--- config.mk ---
export PLATFORM = sky130hd
export DESIGN_NAME = fifo_stream_reader_flat
export DESIGN_NICKNAME = d
export VERILOG_FILES = /design/src/rtl/fifo_stream_reader_if.sv /design/src/rtl/fifo_stream_reader.sv /design/src/flat_wrapper.sv
export SDC_FILE = /design/constraint.sdc
export NUM_CORES = 1
export LEC_CHECK = 0
export CORE_MARGIN = 5
export CORE_UTILIZATION = 50
export CTS_CLUSTER_DIAMETER = 30
export DETAILED_ROUTE_END_ITERATION = 8
export GPL_ROUTABILITY_DRIVEN = 1
export PLACE_DENSITY = 0.78
export SYNTH_ARGS = -nofsm -noshare
export SYNTH_HDL_FRONTEND = slang
export SYNTH_SLANG_ARGS = --single-unit
--- constraint.sdc ---
create_clock -name clk -period 2 [get_ports clk]
set_input_delay 0.4 -clock clk [delete_from_list [all_inputs] [get_ports clk]]
set_output_delay 0.4 -clock clk [all_outputs]
set_load 0.02 [all_outputs]
--- src/rtl/fifo_stream_reader_if.sv ---
// Reader-side bundle: FIFO read port, valid/ready output stream and word counter.
// master = the stream reader itself, slave = the FIFO/sink environment around it.
interface fifo_stream_reader_if #(
   parameter int WIDTH = 8,
   parameter int CNT_W = 16
);
   logic             en;
   logic             fifo_empty;
   logic             fifo_wr_active;
   logic [WIDTH-1:0] fifo_data;
   logic             fifo_rd;
   logic             m_valid;
   logic [WIDTH-1:0] m_data;
   logic             m_ready;
   logic [CNT_W-1:0] rd_count;

   modport master (
      input  en, fifo_empty, fifo_wr_active, fifo_data, m_ready,
      output fifo_rd, m_valid, m_data, rd_count
   );

   modport slave (
      output en, fifo_empty, fifo_wr_active, fifo_data, m_ready,
      input  fifo_rd, m_valid, m_data, rd_count
   );
endinterface

--- src/rtl/fifo_stream_reader.sv ---
// Read-side consumer for the 16x8 synchronous FIFO. Issues rd strobes ahead of
// demand, absorbs the FIFO's one-cycle read latency in a 3-entry skid buffer and
// re-presents the words as a valid/ready stream. m_ready never reaches fifo_rd:
// reads are throttled purely on buffered + in-flight words.
module fifo_stream_reader #(
   parameter int WIDTH = 8,
   parameter int CNT_W = 16
) (
   input logic                clk,
   input logic                rst,
   fifo_stream_reader_if.master bus
);

   logic [WIDTH-1:0] buf_q [0:2];
   logic [1:0]       head;
   logic [1:0]       tail;
   logic [1:0]       occ;
   logic             pending;
   logic [CNT_W-1:0] cnt;
   logic [2:0]       fill;
   logic             issued;
   logic             pop;

   function automatic logic [1:0] ptr_inc(input logic [1:0] p);
      return (p == 2'd2) ? 2'd0 : p + 2'd1;
   endfunction

   // Words already committed to the buffer: landed plus the one still in flight.
   assign fill        = 3'(occ) + 3'(pending);
   assign bus.fifo_rd = !rst && bus.en && !bus.fifo_empty && (fill < 3'd3);
   // A write in the same cycle wins inside the FIFO, so that read never happened.
   assign issued      = bus.fifo_rd && !bus.fifo_wr_active;
   assign bus.m_valid = (occ != 2'd0);
   assign bus.m_data  = buf_q[head];
   assign pop         = bus.m_valid && bus.m_ready;
   assign bus.rd_count = cnt;

   // Buffer storage: no reset needed, occ gates whether an entry is visible.
   always_ff @(posedge clk) begin
      if (pending) buf_q[tail] <= bus.fifo_data;
   end

   // Pointers, occupancy, in-flight flag and delivered-word counter.
   always_ff @(posedge clk) begin
      if (rst) begin
         head    <= 2'd0;
         tail    <= 2'd0;
         occ     <= 2'd0;
         pending <= 1'b0;
         cnt     <= '0;
      end else begin
         pending <= issued;
         if (pending) tail <= ptr_inc(tail);
         if (pop) begin
            head <= ptr_inc(head);
            cnt  <= cnt + CNT_W'(1);
         end
         occ <= occ + 2'(pending) - 2'(pop);
      end
   end

endmodule

--- src/flat_wrapper.sv ---
// flat-port wrapper written by rule: the top's interface ports become plain ports
module fifo_stream_reader_flat 
#(
   parameter int WIDTH = 8,
   parameter int CNT_W = 16
)
  (clk, rst, bus_en, bus_fifo_empty, bus_fifo_wr_active, bus_fifo_data, bus_m_ready, bus_fifo_rd, bus_m_valid, bus_m_data, bus_rd_count);
  fifo_stream_reader_if #(.WIDTH(WIDTH), .CNT_W(CNT_W)) bus_i ();
  input logic clk;
  input logic rst;
  input wire logic [$bits(bus_i.en)-1:0] bus_en;
  input wire logic [$bits(bus_i.fifo_empty)-1:0] bus_fifo_empty;
  input wire logic [$bits(bus_i.fifo_wr_active)-1:0] bus_fifo_wr_active;
  input wire logic [$bits(bus_i.fifo_data)-1:0] bus_fifo_data;
  input wire logic [$bits(bus_i.m_ready)-1:0] bus_m_ready;
  output wire logic [$bits(bus_i.fifo_rd)-1:0] bus_fifo_rd;
  output wire logic [$bits(bus_i.m_valid)-1:0] bus_m_valid;
  output wire logic [$bits(bus_i.m_data)-1:0] bus_m_data;
  output wire logic [$bits(bus_i.rd_count)-1:0] bus_rd_count;
  assign bus_i.en = bus_en;
  assign bus_i.fifo_empty = bus_fifo_empty;
  assign bus_i.fifo_wr_active = bus_fifo_wr_active;
  assign bus_i.fifo_data = bus_fifo_data;
  assign bus_i.m_ready = bus_m_ready;
  assign bus_fifo_rd = bus_i.fifo_rd;
  assign bus_m_valid = bus_i.m_valid;
  assign bus_m_data = bus_i.m_data;
  assign bus_rd_count = bus_i.rd_count;
  fifo_stream_reader #(.WIDTH(WIDTH), .CNT_W(CNT_W)) u_core (.clk(clk), .rst(rst), .bus(bus_i));
endmodule
# ---- Yosys cells after proc, flatten, opt, wreduce, memory -nomap -nowiden
# Memories as Yosys holds them, arrays and structs flattened. A register that Yosys moved wholly into a read port is not among the register bits.
# Cells that the tools add are included.
dict set report word_totals {
  register_bits 23
  latchBits 0
  ram_bits 24
  rom_bits 0
  input_bits 14
  output_inout_bits 26
  mem_count 1
}
# memory words word_bits rd rd_ports_with_merged_regs wr line_no
set mem_list {}
lappend mem_list {u_core.buf_q 3 8 1 1 1 fifo_stream_reader.sv:14} ;# logic [WIDTH-1:0] buf_q [0:2];
dict set report classes {
  n_addsub 6
  multipliers 0
  div_mod_pow 0
  magnitude_cmp 1
  n_eq_ne 2
  shifts 0
  n_mux 6
  bitwise_logic 0
  n_reduce_logical 9
}
# op n
set op_table {}
lappend op_table {{$add A16 B1 Y16 const B} 1}
lappend op_table {{$mux W2} 4}
lappend op_table {{$logic_and A1 B1 Y1} 5}
lappend op_table {{$add A2 B1 Y2 const B} 2}
lappend op_table {{$eq A2 B2 Y1 const B} 2}
lappend op_table {{$add A2 B1 Y3} 1}
lappend op_table {{$logic_not A1 Y1} 3}
lappend op_table {{$lt A3 B2 Y1 const B} 1}
lappend op_table {{$add A2 B1 Y2} 1}
lappend op_table {{$mux W1} 2}
lappend op_table {{$reduce_bool A2 Y1} 1}
lappend op_table {{$sub A2 B1 Y2} 1}

# ---- Depth between registers and ports, before layout
dict set report logic_depth {
  word_depth 5
  depth_mapped 5
  mapped_depth_nobuf 5
}

# ---- Worst setup path after synthesis
# OpenSTA, ideal clock, no wires.
dict set report synth_timing {
  kind {register to output}
  start {register u_core.occ[0]}
  end {output bus_fifo_rd}
  arrival_time_ns 1.541
  required_ns 1.600
  setup_slack_ns 0.059
  path_stages_with_launch 5
  path_buffers 0
  cell_sequence {dfxtp_1 -> ha_1 -> ha_1 -> or4b_1 -> a21oi_1}
}
dict set report synth_between {
  elab_chain_len 3
}
# item line_no
set synth_rtl {}
lappend synth_rtl {{from (decl)} fifo_stream_reader.sv:17} ;# logic [1:0] occ;
lappend synth_rtl {{from (signal assigned)} fifo_stream_reader.sv:58} ;# occ <= occ + 2'(pending) - 2'(pop);
lappend synth_rtl {{$add A2 B1 Y3} fifo_stream_reader.sv:29} ;# assign fill = 3'(occ) + 3'(pending);
lappend synth_rtl {{$lt A3 B2 Y1} fifo_stream_reader.sv:30} ;# assign bus.fifo_rd = !rst && bus.en && !bus.fifo_empty && (fill < 3'd3);
lappend synth_rtl {{$logic_and A1 B1 Y1} fifo_stream_reader.sv:30}
lappend synth_rtl {{to (decl)} flat_wrapper.sv:16} ;# output wire logic [$bits(bus_i.fifo_rd)-1:0] bus_fifo_rd;
# No other way between the ends.

# ---- Worst setup path in the final report
dict set report layout_timing {
  start {register u_core.pending}
  end {output bus_fifo_rd}
}
dict set report layout_between {
  elab_chain_len 3
}
# item line_no
set layout_rtl {}
lappend layout_rtl {{from (decl)} fifo_stream_reader.sv:18} ;# logic pending;
lappend layout_rtl {{from (signal assigned)} fifo_stream_reader.sv:52} ;# pending <= issued;
lappend layout_rtl {{$add A2 B1 Y3} fifo_stream_reader.sv:29}
lappend layout_rtl {{$lt A3 B2 Y1} fifo_stream_reader.sv:30}
lappend layout_rtl {{$logic_and A1 B1 Y1} fifo_stream_reader.sv:30}
# No other way between the ends.

==> reports/qor.csv <==
metric,value,unit
status,finished with violations,
violations,negative setup slack,
cp_max_fo,2,
peakVddDrop,0.5001,mV
path_cells,ha_4 -> ha_4 -> or4b_4 -> a21oi_4 -> buf_6,
cts_tree,built,
maxSlewHeadroom,0.7614,
viasPerCell,4.922,
cts_root_buffer,clkbuf_8,
worstHoldPathCells,2,
stdcell_count,281,
reg2reg_depth,6,
dr.pass1.iters,4,
gp_congestion,0.7261,
cts_buffers,5,
clk_pin_slew,0.09,ns
synthesis.area,2013,sq um
drv_cap,0,
required,1.60,ns
critPathKind,flop to output pin,
end_kind,output pin,
syn2layout_area_growth,32.07,%
fmax,473.7,MHz
pin_count,40,
cts_max_level,2,
fin_nets,248,
p_leak,0.0009305,uW
io_buffers,39,
dpl.cell_count,272,
drt_iter0_drc,51,
synth-edff-count,24,
syn_inst,179,
die_h,73.46,um
min_period,2.111,ns
grt_max_degree,28,
via_count,1383,
design_area,2659,sq um
synth.distinct_cells,33,
grt_setup_unrepaired,true,
cp.arrival,1.71,ns
final_util,0.6744,
setup_viol,1,
ys_seq_area_frac,0.6066,
critical_path.top_delay_family,simple AND/OR/NAND/NOR gates,
cpPeakStageDelay,0.49,ns
antenna_found_initial,0,
initial_core_util,0.5106,
yosysWarnings,0,
num_rows,23,
drc,0,
core_area,3943,sq um
hold_viol,0,
path_common_cell,ha_4,
worst_pin_slew,0.3551,ns
synth-main-ff-cell,dfxtp_1,
startpoint_type,flop,
syn_nets,197,
ctsHoldBuffers,0,
diodes,0,
drive_above_1_share,0.1472,
synthArstFlopShare,0,
clk_path_buf_depth,2,
slew_violations,0,
worst_slack,-0.1112,ns
grt_pass1_wl,5961,um
cpMaxStageDelayCell,or4b_4,
dieArea,5396,sq um
place_area,2510,sq um
grt_pass1_vias,1346,
cts_sinks,49,
grt_overflow_total,0,
syn_area_per_cell,11.25,sq um
finalCritPeriodShare,1.056,
grt_usage,0.1426,
crit_buf_inv,1,
mostFrequentLayoutCell,clkdlybuf4s50_1,
hp-class,flop to flop,
layout_common_cells,"clkdlybuf4s50_1 (29), nor2_1 (25), edfxtp_1 (24), dfxtp_1 (22), nand2_1 (17)",
ys_ff_latch,49,
p_per_area,636.9,nW/um^2
die_x,73.46,um
wl_per_cell,12.38,um
detailed_place_hpwl,2363,um
antenna_left,0,
skew,0.007154,ns
clkLatencyLatePin,0.29,ns
worst-path-stages,5,
finalWirelength,3478,um
[kinds of logic after synthesis]
logic type	count (synthesis)	share of synthesized area
simple gates	70	0.1722
mux	11	0.05594
xor+xnor	11	0.04786
compound gates	24	0.06961
buf+inv	10	0.02299
flops	49	0.6066
fa+ha+maj	4	0.02486
[worst register-to-register path: stages, from the launching register on]
cell,delay (ns)
dfxtp_2,0.34
ha_4,0.16
ha_4,0.15
or4b_4,0.49
a21oi_4,0.14
buf_4,0.12
nor2b_1,0.10
[report_power, final]
part | internal (uW) | switching, uW | leakage, uW
registers | 1060 | 4.76 | 0.000420
logic | 47.2 | 39.2 | 0.000465
clock network | 242 | 305 | 0.0000455
[through the flow]
step	power (uW)	worst slack, ns	hold slack (ns)	setup TNS (ns)
3_3_place_gp	1167	-0.5076	0.4870	-0.5076
3_5_place_dp	1168	-0.5151	0.4961	-0.5276
4_1_cts	1709	-0.1421	0.5118	-0.1421
5_1_grt	1774	-0.1640	0.5419	-0.1640
2_1_floorplan	1117	0.05922	0.4716	0
6_report	1693	-0.1112	0.5113	-0.1112
[per-layer routing]
layer,track usage,routed length (um),vias to the layer above
li1,-,-,728
met1,0.1813,1607,619
met2,0.2352,1624,30
met3,0.03283,206,6
met4,0.05433,39,0
met5,0,0,-
[layout make-up]
cell class / instances / area (sq um)
clock buffer: 5 / 68.82
clock inverter: 3 / 17.52
fill: 305 / 1284
inverter: 4 / 15.01
multi-input combinational: 120 / 785.8
sequential: 49 / 1227
tap: 50 / 62.56
timing repair buffer: 50 / 481.7
[flip-flops by register name, indices dropped and copies added (netlist names), named ones only]
register,flops
u_core.head,2
u_core.bus.rd_count,16
u_core.pending,1
u_core.tail,2
u_core.occ,2
u_core.buf_q,24
[Yosys cell counts, drive strengths merged, types with 5 or more instances]
master,n,share of area
dfxtp,25,0.25
nor2,25,0.047
edfxtp,24,0.36
nand2,17,0.032
o21ai,12,0.032
a21oi,9,0.022
mux2i,9,0.045
xnor2,8,0.035
nor3,6,0.017
nand3,5,0.015
[timing repair]
action,CTS,global route
setup endpoints to repair,10,6
resized for setup,19,7
setup buffers,1,0
pin swaps,2,2
endpoints found under the hold margin,0,0
[final timing paths]
check	from	endpoint	slack, ns
hold reg to reg	u_core.bus.rd_count[1]	u_core.bus.rd_count[1]	0.51
setup / recovery	u_core.pending	bus_fifo_rd	-0.11
hold / removal	u_core.bus.rd_count[1]	u_core.bus.rd_count[1]	0.51
setup reg to reg	u_core.pending	u_core.pending	0.43
(Power assumes the default switching activity.)
